--- config.mk ---
export PLATFORM = sky130hd
export DESIGN_NAME = spi_ram_ctrl_flat
export DESIGN_NICKNAME = d
export VERILOG_FILES = /design/src/rtl/shared_pkg.sv /design/src/rtl/spi_ram_ctrl_if.sv /design/src/rtl/spi_ram_array.sv /design/src/rtl/spi_ram_ctrl.sv /design/src/flat_wrapper.sv
export SDC_FILE = /design/constraint.sdc
export NUM_CORES = 2
export LEC_CHECK = 0
export CAP_MARGIN = 20
export CORE_MARGIN = 3
export CORE_UTILIZATION = 59
export CTS_CLUSTER_SIZE = 20
export DETAILED_ROUTE_END_ITERATION = 7
export PLACE_DENSITY_LB_ADDON = 0.3
export RECOVER_POWER = 100
export SLEW_MARGIN = 15
export SYNTH_ARGS = -nofsm -noshare
export SYNTH_HDL_FRONTEND = slang
export SYNTH_SLANG_ARGS = --single-unit
--- constraint.sdc ---
create_clock -name clk -period 3.61 [get_ports clk]
set_clock_uncertainty 0.05 [all_clocks]
set_input_delay 0.5415 -clock clk [delete_from_list [all_inputs] [get_ports clk]]
set_output_delay 0.5415 -clock clk [all_outputs]
set_load 0.02 [all_outputs]
--- src/rtl/shared_pkg.sv ---
// ---------------------------------------------------------------------------
// shared_pkg
// Command encoding and field positions shared by the SPI RAM controller and
// its storage array.
// Contents:
//   spi_cmd_e        2-bit command opcode carried in rx_data[9:8]
//   CMD_MSB/CMD_LSB  bit range of the opcode inside a 10-bit command word
//   DATA_W           width of one stored byte / payload
// Revision: 1.0
// ---------------------------------------------------------------------------
`default_nettype none

package shared_pkg;

  typedef enum logic [1:0] {
    WR_ADDR = 2'b00,
    WR_DATA = 2'b01,
    RD_ADDR = 2'b10,
    RD_DATA = 2'b11
  } spi_cmd_e;

  localparam int CMD_MSB = 9;
  localparam int CMD_LSB = 8;
  localparam int DATA_W  = 8;

endpackage : shared_pkg

`default_nettype wire

--- src/rtl/spi_ram_ctrl_if.sv ---
// ---------------------------------------------------------------------------
// spi_ram_ctrl_if
// Word-level link between the SPI slave shifter and the RAM controller.
// Signals:
//   rx_data   [9:0]  command word: [9:8] opcode, [7:0] payload
//   rx_valid         rx_data holds a new command this cycle
//   tx_data   [7:0]  byte returned for the slave to shift out on MISO
//   tx_valid         one-cycle pulse, tx_data refreshed by a read
//   cmd_err          one-cycle pulse, last command was rejected
// Modports:
//   master  SPI slave side (drives commands, receives read data)
//   slave   RAM controller side
// Revision: 1.0
// ---------------------------------------------------------------------------
`default_nettype none

interface spi_ram_ctrl_if;
  logic [9:0] rx_data;
  logic       rx_valid;
  logic [7:0] tx_data;
  logic       tx_valid;
  logic       cmd_err;

  modport master (
    output rx_data,
    output rx_valid,
    input  tx_data,
    input  tx_valid,
    input  cmd_err
  );

  modport slave (
    input  rx_data,
    input  rx_valid,
    output tx_data,
    output tx_valid,
    output cmd_err
  );
endinterface : spi_ram_ctrl_if

`default_nettype wire

--- src/rtl/spi_ram_array.sv ---
// ---------------------------------------------------------------------------
// spi_ram_array
// Byte-wide single-clock RAM with one synchronous write port and one
// registered read port (data appears the cycle after re is sampled).
// Contents are never reset.
// Ports:
//   clk    clock
//   we     write enable;  waddr/wdata sampled on the rising edge
//   re     read enable;   rdata <= mem[raddr] on the rising edge, else holds
//   rdata  registered read data
// Revision: 1.0
// ---------------------------------------------------------------------------
`default_nettype none

module spi_ram_array
  import shared_pkg::*;
#(
  parameter int MEM_DEPTH = 256,
  parameter int ADDR_SIZE = 8
) (
  input  logic                 clk,
  input  logic                 we,
  input  logic [ADDR_SIZE-1:0] waddr,
  input  logic [DATA_W-1:0]    wdata,
  input  logic                 re,
  input  logic [ADDR_SIZE-1:0] raddr,
  output logic [DATA_W-1:0]    rdata
);

  logic [DATA_W-1:0] mem [MEM_DEPTH];

  // Callers only assert we/re with an address below MEM_DEPTH.
  always_ff @(posedge clk) begin
    if (we) begin
      mem[waddr] <= wdata;
    end
    if (re) begin
      rdata <= mem[raddr];
    end
  end

endmodule : spi_ram_array

`default_nettype wire

--- src/rtl/spi_ram_ctrl.sv ---
// ---------------------------------------------------------------------------
// spi_ram_ctrl
// Command decoder in front of a byte RAM. Each rx_valid cycle carries one
// command: write-address, write-data, read-address or read-data. Write and
// read keep separate auto-incrementing pointers, so one address command can
// be followed by a burst of data commands.
// Ports:
//   clk    clock, rising edge
//   rst_n  asynchronous active-low reset (RAM contents are kept)
//   bus    spi_ram_ctrl_if.slave: rx_data/rx_valid in,
//          tx_data/tx_valid/cmd_err out
// Revision: 1.0
// ---------------------------------------------------------------------------
`default_nettype none

module spi_ram_ctrl
  import shared_pkg::*;
#(
  parameter int MEM_DEPTH = 256,
  parameter int ADDR_SIZE = 8   // must not exceed the 8-bit payload
) (
  input  logic         clk,
  input  logic         rst_n,
  spi_ram_ctrl_if.slave bus
);

  logic [ADDR_SIZE-1:0] r_wr_ptr;
  logic [ADDR_SIZE-1:0] r_rd_ptr;
  logic                 r_wr_armed;
  logic                 r_rd_armed;
  logic                 r_tx_valid;
  logic                 r_cmd_err;
  // Forces tx_data to zero after reset and after an out-of-range read,
  // because the RAM read register itself is neither reset nor loaded then.
  logic                 r_tx_zero;

  spi_cmd_e             w_cmd;
  logic [DATA_W-1:0]    w_payload;
  logic                 w_wr_in_range;
  logic                 w_rd_in_range;
  logic                 w_we;
  logic                 w_re;
  logic [DATA_W-1:0]    w_rdata;

  // Increment with wrap at the configured depth, not at 2**ADDR_SIZE.
  function automatic logic [ADDR_SIZE-1:0] ptr_inc(input logic [ADDR_SIZE-1:0] p);
    if (int'(p) == MEM_DEPTH - 1) begin
      return '0;
    end
    return p + 1'b1;
  endfunction

  assign w_cmd         = spi_cmd_e'(bus.rx_data[CMD_MSB:CMD_LSB]);
  assign w_payload     = bus.rx_data[CMD_LSB-1:0];
  assign w_wr_in_range = (int'(r_wr_ptr) < MEM_DEPTH);
  assign w_rd_in_range = (int'(r_rd_ptr) < MEM_DEPTH);

  assign w_we = bus.rx_valid && (w_cmd == WR_DATA) && r_wr_armed && w_wr_in_range;
  assign w_re = bus.rx_valid && (w_cmd == RD_DATA) && r_rd_armed && w_rd_in_range;

  spi_ram_array #(
    .MEM_DEPTH (MEM_DEPTH),
    .ADDR_SIZE (ADDR_SIZE)
  ) u_array (
    .clk   (clk),
    .we    (w_we),
    .waddr (r_wr_ptr),
    .wdata (w_payload),
    .re    (w_re),
    .raddr (r_rd_ptr),
    .rdata (w_rdata)
  );

  always_ff @(posedge clk or negedge rst_n) begin
    if (!rst_n) begin
      r_wr_ptr   <= '0;
      r_rd_ptr   <= '0;
      r_wr_armed <= 1'b0;
      r_rd_armed <= 1'b0;
      r_tx_valid <= 1'b0;
      r_cmd_err  <= 1'b0;
      r_tx_zero  <= 1'b1;
    end else begin
      r_tx_valid <= 1'b0;
      r_cmd_err  <= 1'b0;
      if (bus.rx_valid) begin
        case (w_cmd)
          WR_ADDR: begin
            r_wr_ptr   <= w_payload[ADDR_SIZE-1:0];
            r_wr_armed <= 1'b1;
          end
          WR_DATA: begin
            if (w_we) begin
              r_wr_ptr <= ptr_inc(r_wr_ptr);
            end else begin
              r_cmd_err <= 1'b1;
            end
          end
          RD_ADDR: begin
            r_rd_ptr   <= w_payload[ADDR_SIZE-1:0];
            r_rd_armed <= 1'b1;
          end
          RD_DATA: begin
            if (!r_rd_armed) begin
              r_cmd_err <= 1'b1;
            end else if (w_rd_in_range) begin
              r_tx_valid <= 1'b1;
              r_tx_zero  <= 1'b0;
              r_rd_ptr   <= ptr_inc(r_rd_ptr);
            end else begin
              // Armed but past the end: answer with a zero byte and flag it.
              r_tx_valid <= 1'b1;
              r_tx_zero  <= 1'b1;
              r_cmd_err  <= 1'b1;
            end
          end
        endcase
      end
    end
  end

  // r_tx_valid and the RAM read register are loaded on the same edge.
  assign bus.tx_data  = r_tx_zero ? '0 : w_rdata;
  assign bus.tx_valid = r_tx_valid;
  assign bus.cmd_err  = r_cmd_err;

endmodule : spi_ram_ctrl

`default_nettype wire
--- src/flat_wrapper.sv ---
// flat-port wrapper written by rule: the top's interface ports become plain ports
module spi_ram_ctrl_flat import shared_pkg::*;
#(
  parameter int MEM_DEPTH = 256,
  parameter int ADDR_SIZE = 8                                       
)
  (clk, rst_n, bus_rx_data, bus_rx_valid, bus_tx_data, bus_tx_valid, bus_cmd_err);
  spi_ram_ctrl_if bus_i ();
  input  logic clk;
  input  logic rst_n;
  input wire logic [$bits(bus_i.rx_data)-1:0] bus_rx_data;
  input wire logic [$bits(bus_i.rx_valid)-1:0] bus_rx_valid;
  output wire logic [$bits(bus_i.tx_data)-1:0] bus_tx_data;
  output wire logic [$bits(bus_i.tx_valid)-1:0] bus_tx_valid;
  output wire logic [$bits(bus_i.cmd_err)-1:0] bus_cmd_err;
  assign bus_i.rx_data = bus_rx_data;
  assign bus_i.rx_valid = bus_rx_valid;
  assign bus_tx_data = bus_i.tx_data;
  assign bus_tx_valid = bus_i.tx_valid;
  assign bus_cmd_err = bus_i.cmd_err;
  spi_ram_ctrl #(.MEM_DEPTH(MEM_DEPTH), .ADDR_SIZE(ADDR_SIZE)) u_core (.clk(clk), .rst_n(rst_n), .bus(bus_i));
endmodule
==> results.toml <==
[critical_path]
cp_max_fo = 15
crit_top_cell = "clkbuf_1"
slowest_stage = "nor2b_1"
crit_start = "u_core.r_wr_ptr[3]"
reg2reg_slack_ns = 0.01
critPathMaxStageDelay_ns = 0.83
timing.critical_path.required_ns = 4.01
crit_chain = "nor2b_1 > nand3_1 > clkbuf_1 > nor2_1 > clkbuf_1"
cp_num_cells = 5
worstSetupEndpoint = "u_core.u_array.mem[186][7]"
path_buf_inv = 2
r2r_start = "u_core.r_wr_ptr[3]"
start_kind = "flop"
r2r-end = "u_core.u_array.mem[186][7]"
cp.arrival_ns = 4.00
crit_path_end_kind = "flop"
crit_type = "reg -> reg"
cp_top_family = "simple AND/OR/NAND/NOR gates"
r2r_cells = 5

[power_and_ir_drop]
p_leak_uw = 0.0285
power_density_mw_per_mm2 = 608
irDropWorstVdd_mv = 0.530

[layout]
syn_to_final_growth_pct = 12.6
layout.nets = 4440
fin_cells = 6379
final_util_pct = 67.3
drive_above_1_share_pct = 20.9
final_common_cell = "edfxtp_1"
fill_cells = 8602
most-common-layout-cells = "edfxtp_1, mux4_2, clkbuf_1, nor2_1, clkbuf_16"
stdcell_area_mm2 = 0.0916

[clock_tree]
htreeDepth = 4
cts-root-buf = "clkbuf_16"
clockBufferDepth = 3
insertion_delay_ns = 0.82
numCtsBuffers = 198
cts_tree = "yes"
cts_sinks = 2077
cts.clk_slew.worst_paths_ns = 0.06

[synthesis]
yosysUniqueCellTypes = 69
ys_seq_area_share_pct = 76.6
synth_area_leaders = "edfxtp_1, mux4_2, mux2i_1"
syn_avg_cell_area_um2 = 20.6
yosys_register_bits = 2077
synth_edf_count = 2056
yosys_warnings = 0
synth_top_cell_area_share_pct = 75.9
syn_area_mm2 = 0.0813
synth_nets = 3973
netlist_instances = 3955
synthFlopType = "edfxtp_1"
async_reset_ff_share_pct = 1.01
yosys.area.top_type = "edfxtp_1"

[outcome]
status = "complete, but fails checks"
violations = "capacitance limit, slew limit"

[sta]
min_period_over_period_pct = 99.6
setup_viol = 0
max_clock_freq_mhz = 278
maxSlewViolCount = 1002
relSlewSlack_pct = -128
worst_pin_slew_ns = 3.42
period_needed_ns = 3.60
hold_viol = 0
setup_tns_ns = 0
timing.final.ws_setup_ns = 0.0145
rsz0062_at_grt = "false"

[global_routing]
grt_pass1_wl_um = 296000
globalRouteOverflowTotal = 0
grt_max_degree = 128
grt_pass1_vias = 42400
antenna_found_initial = 4
grt_util_all_layers_pct = 29.0

[route]
vias_per_cell = 6.73
drt_iter0_drc = 6298
drtAntennaViolNets = 0
first_pass_iters = 8
wl_per_cell_um = 31.9
drc = 0
totalWireLength_um = 204000
vias = 42900

[placement]
placed_cells = 6002
place_worst_setup_slack_ns = -0.305
numPortBuffers = 22
dpl_cell_area_mm2 = 0.0864
dp_hpwl_um = 127000
gp_congestion = 0.900

[floorplanning]
rows = 135
die_area_mm2 = 0.142
coreArea_mm2 = 0.136
start_util_pct = 59.7
fp.dieH_um = 377
ioPinCount = 23
die_w_um = 377

[flow_run]
maxCapViolCount = 18

[min_path]
hold_class = "in -> reg"
[power by group]
part / total (uW) / switching [uW] / internal, uW
logic: 8350 / 5020 / 3320
registers: 26800 / 156 / 26600
clock network: 20500 / 8760 / 11800
[cells in the mapped netlist (4+ instances only)]
master and number:
edfxtp_1 2056, mux4_2 423, nor2_1 293, mux2i_1 166, clkbuf_1 104, a22oi_1 99, nand2_1 97, buf_2 64
a21oi_1 59, o21ai_0 55, o22ai_1 38, o221ai_1 37, nor2b_1 36, nand3_1 34, a211oi_1 32, nor3_1 30
a22o_1 29, buf_6 26, buf_4 23, dfrtp_1 20, buf_12 19, a221oi_1 17, inv_1 17, nor4_1 13
a31oi_1 12, mux4_1 11, o211ai_1 10, a21boi_0 9, o32ai_1 9, and2_1 8, mux2_2 8, and3_1 7
buf_8 7, nand2b_1 6, a221oi_2 5, a32oi_1 5, buf_1 5, ha_1 5, nand4_1 5, nor3b_1 4
o21ai_1 4, o311ai_0 4
[stage by stage]
step / hold WS (ns) / total power (uW)
after floorplan: 0.196 / 32300
after global placement: 0.458 / 35400
after detailed placement: 0.468 / 35400
after CTS: 0.0168 / 55700
after global routing: 0.428 / 57200
final: 0.425 / 55700
[layout make-up]
| cell class | count | area (um2) | share of cell area [%] |
|---|---|---|---|
| tap | 1781 | 2230 | 2.43 |
| clock inverter | 126 | 1160 | 1.27 |
| sequential | 2077 | 62300 | 68.0 |
| timing repair buffer | 518 | 3200 | 3.49 |
| clock buffer | 246 | 5270 | 5.76 |
| inverter | 17 | 63.8 | 0.0697 |
| antenna | 4 | 10.0 | 0.0109 |
| multi-input combinational | 1610 | 17400 | 19.0 |
[cell families after synthesis]
logic type / synth area share (%)
flip-flops: 76.6
adder cells (fa/ha/maj): 0.0769
AO/OA/AOI/OAI: 4.04
AND/OR/NAND/NOR: 2.90
multiplexers: 14.2
buffers and inverters: 2.17
[flip-flops by register name (all words and copies together), names as in the netlist]
signal / count
u_core.r_rd_armed: 1
u_core.bus.tx_valid: 1
u_core.u_array.mem: 2048
u_core.r_rd_ptr: 8
u_core.r_wr_armed: 1
u_core.u_array.rdata: 8
u_core.bus.cmd_err: 1
u_core.r_tx_zero: 1
u_core.r_wr_ptr: 8
[per-layer routing]
metal  global-route usage (%)  routed length [um]
met3                     7.41               23400
met1                     41.0               76000
met5                        0                  11
met2                     44.4               95500
met4                     10.9                8720
[worst min path at each step]
stage	startpoint	to	slack, ns	depth (start not counted)
floorplan	rst_n	u_core.bus.cmd_err	0.20	0
global placement	u_core.r_wr_armed	u_core.r_wr_armed	0.46	1
detailed placement	u_core.r_wr_armed	u_core.r_wr_armed	0.47	1
CTS	rst_n	u_core.bus.cmd_err	0.02	2
global route	bus_rx_data[8]	u_core.bus.cmd_err	0.43	2
finish	bus_rx_data[8]	u_core.bus.cmd_err	0.42	2
[worst reg2reg max path, delay by kind of cell, from the launching register on]
| family | cells | cell delay (ns) |
|---|---|---|
| AND/OR/NAND/NOR | 3 | 1.48 |
| buffers and inverters | 2 | 1.01 |
| flip-flops | 1 | 0.68 |
[what timing repair did]
| action | in CTS | in global routing |
|---|---|---|
| endpoints found under the setup margin | 2 | 4 |
| hold buffers | 0 | 0 |
| gates resized for setup | 3 | 6 |
| pin swaps | 0 | 0 |
| setup buffers | 0 | 0 |
Power figures use the tool's default switching activity.
